### src/rtl/tg.sv
// tg: AXI-Stream traffic generator with selectable data patterns and optional rate limiting.
// Optional feature: define TG_LFSR_EN to build the LFSR data pattern (mode[3:2] = 2'b10).
// Without it, no LFSR logic is built and that pattern falls back to the flit counter.
module tg #(
  parameter int unsigned WIDTH = 64
) (
  input  logic               clk,
  input  logic               rst,
  input  logic [5:0]         mode,
  input  logic [15:0]        num_packets,
  input  logic [15:0]        num_flits,
  input  logic [7:0]         last_flit_bytes,
  input  logic [15:0]        M,
  input  logic [15:0]        N,
  output logic [WIDTH-1:0]   TDATA,
  output logic [WIDTH/8-1:0] TKEEP,
  output logic               TVALID,
  input  logic               TREADY,
  output logic               TLAST
);

  localparam int unsigned KW = WIDTH / 8;

  typedef enum logic [1:0] {StIdle, StSend, StGap, StDone} state_e;

  state_e      state_q, state_d;
  logic        armed_q;
  logic [31:0] flit_cnt_q, flit_cnt_d;
  logic [15:0] pkt_idx_q, pkt_idx_d;
  logic [15:0] flit_idx_q, flit_idx_d;
  logic [15:0] burst_cnt_q, burst_cnt_d;
  logic [15:0] gap_cnt_q, gap_cnt_d;
  logic        load;

  // Per-packet copies of the configuration inputs
  logic        cont_q;
  logic [1:0]  pat_q;
  logic        rate_q;
  logic [15:0] npk_q, nfl_q, m_q, n_q;
  logic [7:0]  lfb_q;

  logic [15:0] nf_eff;
  logic        is_last, rate_on, burst_full, run_end;
  logic [31:0] lfb32;

  // mode[5] is reserved and intentionally ignored
  logic unused_mode5;
  assign unused_mode5 = mode[5];

  assign nf_eff     = (nfl_q == 16'd0) ? 16'd1 : nfl_q;
  assign is_last    = (flit_idx_q == nf_eff - 16'd1);
  assign rate_on    = rate_q && (m_q != 16'd0);
  assign burst_full = rate_on && (({1'b0, burst_cnt_q} + 17'd1) >= {1'b0, m_q});
  assign run_end    = is_last && !cont_q && ((pkt_idx_q + 16'd1) == npk_q);
  assign lfb32      = {24'd0, lfb_q};

`ifdef TG_LFSR_EN
  logic [31:0] lfsr_q, lfsr_d;

  // Galois LFSR x^32+x^22+x^2+x+1, advanced once per accepted flit
  always_comb begin
    lfsr_d = lfsr_q;
    if ((state_q == StSend) && TREADY) begin
      lfsr_d = {lfsr_q[30:0], 1'b0} ^ (lfsr_q[31] ? 32'h0040_0007 : 32'h0);
    end
  end

  // LFSR register, seeded with all ones
  always_ff @(posedge clk or negedge rst) begin
    if (!rst) lfsr_q <= 32'hFFFF_FFFF;
    else      lfsr_q <= lfsr_d;
  end
`endif

  // Next-state logic: packet/flit sequencing, burst accounting and gap countdown
  always_comb begin
    state_d     = state_q;
    flit_cnt_d  = flit_cnt_q;
    pkt_idx_d   = pkt_idx_q;
    flit_idx_d  = flit_idx_q;
    burst_cnt_d = burst_cnt_q;
    gap_cnt_d   = gap_cnt_q;
    load        = 1'b0;
    unique case (state_q)
      StIdle: begin
        if (armed_q && mode[0]) begin
          if (mode[1] || (num_packets != 16'd0)) begin
            state_d     = StSend;
            load        = 1'b1;
            pkt_idx_d   = '0;
            flit_idx_d  = '0;
            burst_cnt_d = '0;
          end else begin
            state_d = StDone;
          end
        end
      end
      StSend: begin
        if (TREADY) begin
          flit_cnt_d  = flit_cnt_q + 32'd1;
          burst_cnt_d = burst_full ? 16'd0 : (rate_on ? burst_cnt_q + 16'd1 : 16'd0);
          if (is_last) begin
            flit_idx_d = '0;
            pkt_idx_d  = pkt_idx_q + 16'd1;
          end else begin
            flit_idx_d = flit_idx_q + 16'd1;
          end
          if (run_end) begin
            state_d = StDone;
          end else if (is_last && !mode[0]) begin
            // Enable dropped during the packet: finish it, then stop
            state_d = StIdle;
          end else begin
            load = is_last;
            if (burst_full && (n_q != 16'd0)) begin
              state_d   = StGap;
              gap_cnt_d = n_q - 16'd1;
            end
          end
        end
      end
      StGap: begin
        if (!mode[0] && (flit_idx_q == 16'd0)) begin
          state_d = StIdle;
        end else if (gap_cnt_q == 16'd0) begin
          state_d = StSend;
        end else begin
          gap_cnt_d = gap_cnt_q - 16'd1;
        end
      end
      StDone: begin
        if (!mode[0]) state_d = StIdle;
      end
      default: state_d = StIdle;
    endcase
  end

  // Control state and counters
  always_ff @(posedge clk or negedge rst) begin
    if (!rst) begin
      state_q     <= StIdle;
      armed_q     <= 1'b0;
      flit_cnt_q  <= '0;
      pkt_idx_q   <= '0;
      flit_idx_q  <= '0;
      burst_cnt_q <= '0;
      gap_cnt_q   <= '0;
    end else begin
      state_q     <= state_d;
      armed_q     <= 1'b1;
      flit_cnt_q  <= flit_cnt_d;
      pkt_idx_q   <= pkt_idx_d;
      flit_idx_q  <= flit_idx_d;
      burst_cnt_q <= burst_cnt_d;
      gap_cnt_q   <= gap_cnt_d;
    end
  end

  // Capture configuration ahead of each packet's first flit
  always_ff @(posedge clk or negedge rst) begin
    if (!rst) begin
      cont_q <= 1'b0;
      pat_q  <= '0;
      rate_q <= 1'b0;
      npk_q  <= '0;
      nfl_q  <= '0;
      lfb_q  <= '0;
      m_q    <= '0;
      n_q    <= '0;
    end else if (load) begin
      cont_q <= mode[1];
      pat_q  <= mode[3:2];
      rate_q <= mode[4];
      npk_q  <= num_packets;
      nfl_q  <= num_flits;
      lfb_q  <= last_flit_bytes;
      m_q    <= M;
      n_q    <= N;
    end
  end

  // Stream outputs, all zero while no flit is offered
  always_comb begin
    TVALID = (state_q == StSend);
    TLAST  = TVALID && is_last;
    TKEEP  = '0;
    TDATA  = '0;
    if (TVALID) begin
      TKEEP = '1;
      if (is_last && (lfb32 != 32'd0) && (lfb32 <= KW)) begin
        for (int unsigned i = 0; i < KW; i++) TKEEP[i] = (i < lfb32);
      end
      case (pat_q)
        2'b00: TDATA[31:0] = flit_cnt_q;
        2'b01: TDATA[31:0] = {pkt_idx_q, flit_idx_q};
        2'b10: begin
`ifdef TG_LFSR_EN
          for (int unsigned b = 0; b < WIDTH; b++) TDATA[b] = lfsr_q[b[4:0]];
`else
          TDATA[31:0] = flit_cnt_q;
`endif
        end
        default: TDATA = '0;
      endcase
    end
  end

endmodule

### config.mk
export PLATFORM = sky130hd
export DESIGN_NAME = tg
export DESIGN_NICKNAME = d
export VERILOG_FILES = /design/src/rtl/tg.sv
export SDC_FILE = /design/constraint.sdc
export NUM_CORES = 1
export LEC_CHECK = 0
export ABC_CLOCK_PERIOD_IN_PS = 5000
export BUFFER_PORTS_ARGS = -buffer_cell sky130_fd_sc_hd__buf_2
export CORE_ASPECT_RATIO = 0.8
export CORE_UTILIZATION = 52
export CTS_CLUSTER_DIAMETER = 150
export DETAILED_ROUTE_END_ITERATION = 10
export GPL_TIMING_DRIVEN = 0
export PLACE_DENSITY = 0.71
export SETUP_SLACK_MARGIN = 0.2
export SYNTH_ARGS = -nofsm -noshare
export SYNTH_HDL_FRONTEND = slang
export SYNTH_SLANG_ARGS = --single-unit
### constraint.sdc
create_clock -name clk -period 5 [get_ports clk]
set_input_delay 0.25 -clock clk [delete_from_list [all_inputs] [get_ports clk]]
set_output_delay 0.25 -clock clk [all_outputs]
set_load 0.01 [all_outputs]
==> impl_metrics.py <==
metrics = {
    "floorplan": {
        "dieArea_um2": 22000,
        "fp.dieW_um": 166,
        "start_util_pct": 53.4,
        "design.core.area_um2": 20900,
        "num_rows": 47,
        "pin_count": 155,
        "die_y_um": 133,
    },
    "sta": {
        "tightest_slew_ns": 0.847,
        "fmax_mhz": 217,
        "relSlewSlack_pct": 43.0,
        "setup_violations": 0,
        "rsz0062_at_grt": "no",
        "hold_violations": 0,
        "period_needed_ns": 4.60,
        "fin_ws_ns": 0.399,
        "fin_skew_ns": 0.0111,
        "slew_viol_final": 0,
        "tns_ns": 0,
        "finalCritPeriodShare_pct": 92.0,
        "whs_ns": 0.0376,
    },
    "power": {
        "seqPwrFrac_pct": 37.1,
        "power.switching_uw": 2420,
        "vdd_ir_drop_max_mv": 0.289,
        "p_int_uw": 3940,
        "pwr-share-clk_pct": 23.3,
        "powerDensity_nw_per_um2": 491,
        "combPwrFrac_pct": 39.6,
        "switching_share_pct": 38.0,
        "power_leakage_uw": 0.00586,
    },
    "setup_path": {
        "crit_start": "nfl_q[7]$_DFFE_PN0P_",
        "path_buf_inv": 2,
        "path_depth": 15,
        "critPathMaxFanout": 8,
        "reg2reg_setup_slack_ns": 0.75,
        "required_ns": 4.75,
        "crit_path_end": "TKEEP[5]",
        "slowest_delay_ns": 0.56,
        "critical_path_class": "reg2out",
        "path_delay_family": "simple AND/OR/NAND/NOR gates",
        "rr_worst_depth": 15,
        "r2r_start": "nfl_q[7]$_DFFE_PN0P_",
        "end_kind": "output port",
        "rr_endpoint": "gap_cnt_q[5]$_DFFE_PN0P_",
        "cp_slowest_cell": "or4_4",
        "worstPathArrival_ns": 4.35,
        "crit_chain": "buf_2 -> or4_4 -> nor3b_4 -> a21oi_1 -> ha_1 -> or3b_2 -> nor3_1 -> xnor2_1 -> a2111oi_2 -> and4bb_2 -> nand2_2 -> nor3_4 -> and2_2 -> a21oi_1 -> buf_2",
        "cp-start-kind": "register",
    },
    "clock_network": {
        "htree_levels": 4,
        "clkTransAtPathRegs_ns": 0.07,
        "cts_sinks": 175,
        "cts-root-buf": "clkbuf_16",
        "numCtsBuffers": 17,
        "clockBufferDepth": 2,
        "clock_latency_ns": 0.44,
        "cts_tree": "done",
    },
    "detailed_routing": {
        "antenna_left": 0,
        "drc": 9,
        "drt-total-wl_mm": 28.1,
        "num_vias": 9374,
        "viasPerCell": 5.73,
        "avgRoutedWirePerCell_um": 17.1,
        "drt_first_pass_iters": 8,
        "drtIter0Drc": 734,
    },
    "job": {
        "drv_cap": 0,
    },
    "synthesis": {
        "synth_top_cell_by_area": "dfrtp_1",
        "async_reset_ff_share_pct": 100,
        "synth_area_per_cell_um2": 9.47,
        "synthMuxAreaShare_pct": 10.7,
        "dominantRegCellSynth": "dfrtp_1",
        "synth_top_area_share_pct": 39.3,
        "yosys-top-cells-area": "dfrtp_1 39%, mux2_4 5.4%, xnor2_1 4.5%",
        "synth_xor_area_share_pct": 6.75,
        "synth_seq_cells": 175,
        "yosysUniqueCellTypes": 76,
        "netlist_instances": 1178,
        "ys_seq_area_share_pct": 39.3,
        "synth-compound-area-share_pct": 13.0,
        "synth_top_family_by_area": "simple AND/OR/NAND/NOR gates",
        "synthSimpleGateAreaFrac_pct": 21.6,
        "syn-cell-area_um2": 11200,
        "synth_edf_count": 0,
        "yosysWarnings": 0,
        "synth_fa_ha_area_share_pct": 2.58,
    },
    "finish": {
        "final_util_pct": 62.1,
        "final_cell_mix": "175 x dfrtp_1, 127 x buf_2, 86 x nand2_1",
        "antenna_cells": 0,
        "final_common_cell": "dfrtp_1",
        "nets": 1458,
        "drive_above_1_share_pct": 22.9,
        "area_growth_pct": 16.3,
    },
    "status": {
        "status": "finished with violations",
        "violations": "DRC",
    },
    "grt": {
        "first_global_vias": 8769,
        "grt_pass1_wl_mm": 45.7,
        "antenna_found_initial": 0,
        "overflow": 0,
        "grt_use_total_pct": 25.8,
        "grt_max_degree": 101,
    },
    "placed_design": {
        "dp_hpwl_mm": 20.7,
        "post-place-ws_ns": 0.475,
        "io_buffers": 121,
        "gp_congestion": 0.902,
    },
    "worst_hold_path": {
        "holdCritStartpoint": "N[6]",
        "hp-class": "in2reg",
    },
}
power groups by stage:
stage / combinational (uW) / clock [uW] / sequential (uW)
2_1_floorplan: 1950 / 0 / 2190
3_3_place_gp: 2400 / 0 / 2340
3_5_place_dp: 2480 / 0 / 2360
4_1_cts: 2500 / 1490 / 2340
5_1_grt: 2780 / 1550 / 2430
6_report: 2520 / 1480 / 2360
sequential cells by signal, indices dropped and copies added (netlist names):
| signal | flops |
|---|---|
| flit_cnt_q | 32 |
| burst_cnt_q | 16 |
| flit_idx_q | 16 |
| gap_cnt_q | 16 |
| m_q | 16 |
| n_q | 16 |
| nfl_q | 16 |
| npk_q | 16 |
| pkt_idx_q | 16 |
| lfb_q | 8 |
| pat_q | 2 |
| state_q | 2 |
| armed_q | 1 |
| cont_q | 1 |
| rate_q | 1 |
kinds of logic (layout without fill, tap and decap cells):
kind of cell / after synthesis / after routing
compound gates: 225 / 225
xor+xnor: 86 / 86
fa+ha+maj: 23 / 23
buf+inv: 133 / 291
flops: 175 / 175
mux: 94 / 94
other cells: 2 / 33
simple gates: 440 / 440
stage by stage:
step	total power (uW)	area, um^2	instances
6_report	6360	13000	1636
3_3_place_gp	4740	12200	1599
3_5_place_dp	4840	12200	1600
2_1_floorplan	4140	11300	1209
5_1_grt	6760	13000	1636
4_1_cts	6330	12900	1633
layer usage:
metal	share of wire, %	wire (um)	vias to the layer above	track usage (%)
met5	0	0	-	0
met4	1.1	322	0	5.30
met3	5.2	1450	20	4.40
met2	45	12600	309	40.0
met1	49	13700	4520	37.8
li1	-	-	4525	-
cell type report:
cell class / instances / area [um^2]
fill: 1770 / 7910
multi-input combinational: 901 / 6250
timing repair buffer: 126 / 676
clock buffer: 19 / 453
buffer: 98 / 548
sequential: 175 / 4380
tap: 269 / 337
clock inverter: 13 / 196
inverter: 35 / 131
synthesized netlist by cell type, types with 3 or more instances:
cell         n
inv_1       35
xnor2_1     57
clkbuf_1    46
and4_1       3
dfrtp_1    175
nor4_1      28
mux2_2      41
mux2i_1     13
nand2b_1    49
a211oi_1     6
buf_1        4
o21ai_0     59
nand3b_1    35
nand3_1     47
and2_1       5
xor2_1      29
o21ba_2      3
or3_1       11
mux2_4      40
buf_6        5
or4_1        7
nor4bb_1     3
o22ai_1      3
o41ai_1      4
a2111oi_0    3
o21a_1       3
a31oi_1      9
o2111ai_1    3
nor2_1      70
nor2b_1     15
and3_1      13
ha_1        23
nand2_1     87
buf_2        7
o31ai_1     16
or2_2        4
nand4_1     27
a221oi_1     7
nor3_1      23
nor3b_1      3
a21oi_1     63
buf_4       35
a21o_1      14
worst min-delay path by stage:
stage,cells past startpoint,to
4_1_cts,2,n_q[6]$_DFFE_PN0P_
2_1_floorplan,0,armed_q$_DFF_PN0_
5_1_grt,2,n_q[2]$_DFFE_PN0P_
3_5_place_dp,1,flit_cnt_q[8]$_DFFE_PN0P_
6_report,2,n_q[6]$_DFFE_PN0P_
3_3_place_gp,1,flit_cnt_q[31]$_DFFE_PN0P_
timing repair:
| action | in CTS | in global routing |
|---|---|---|
| hold buffers | 1 | 0 |
| pin swaps | 0 | 5 |
| gates resized for setup | 2 | 8 |
| buffers inserted | 0 | 3 |
| setup endpoints to repair | 4 | 5 |
| endpoints found under the hold margin | 75 | 0 |
| cloned | 0 | 0 |
Power figures use the tool's default switching activity.
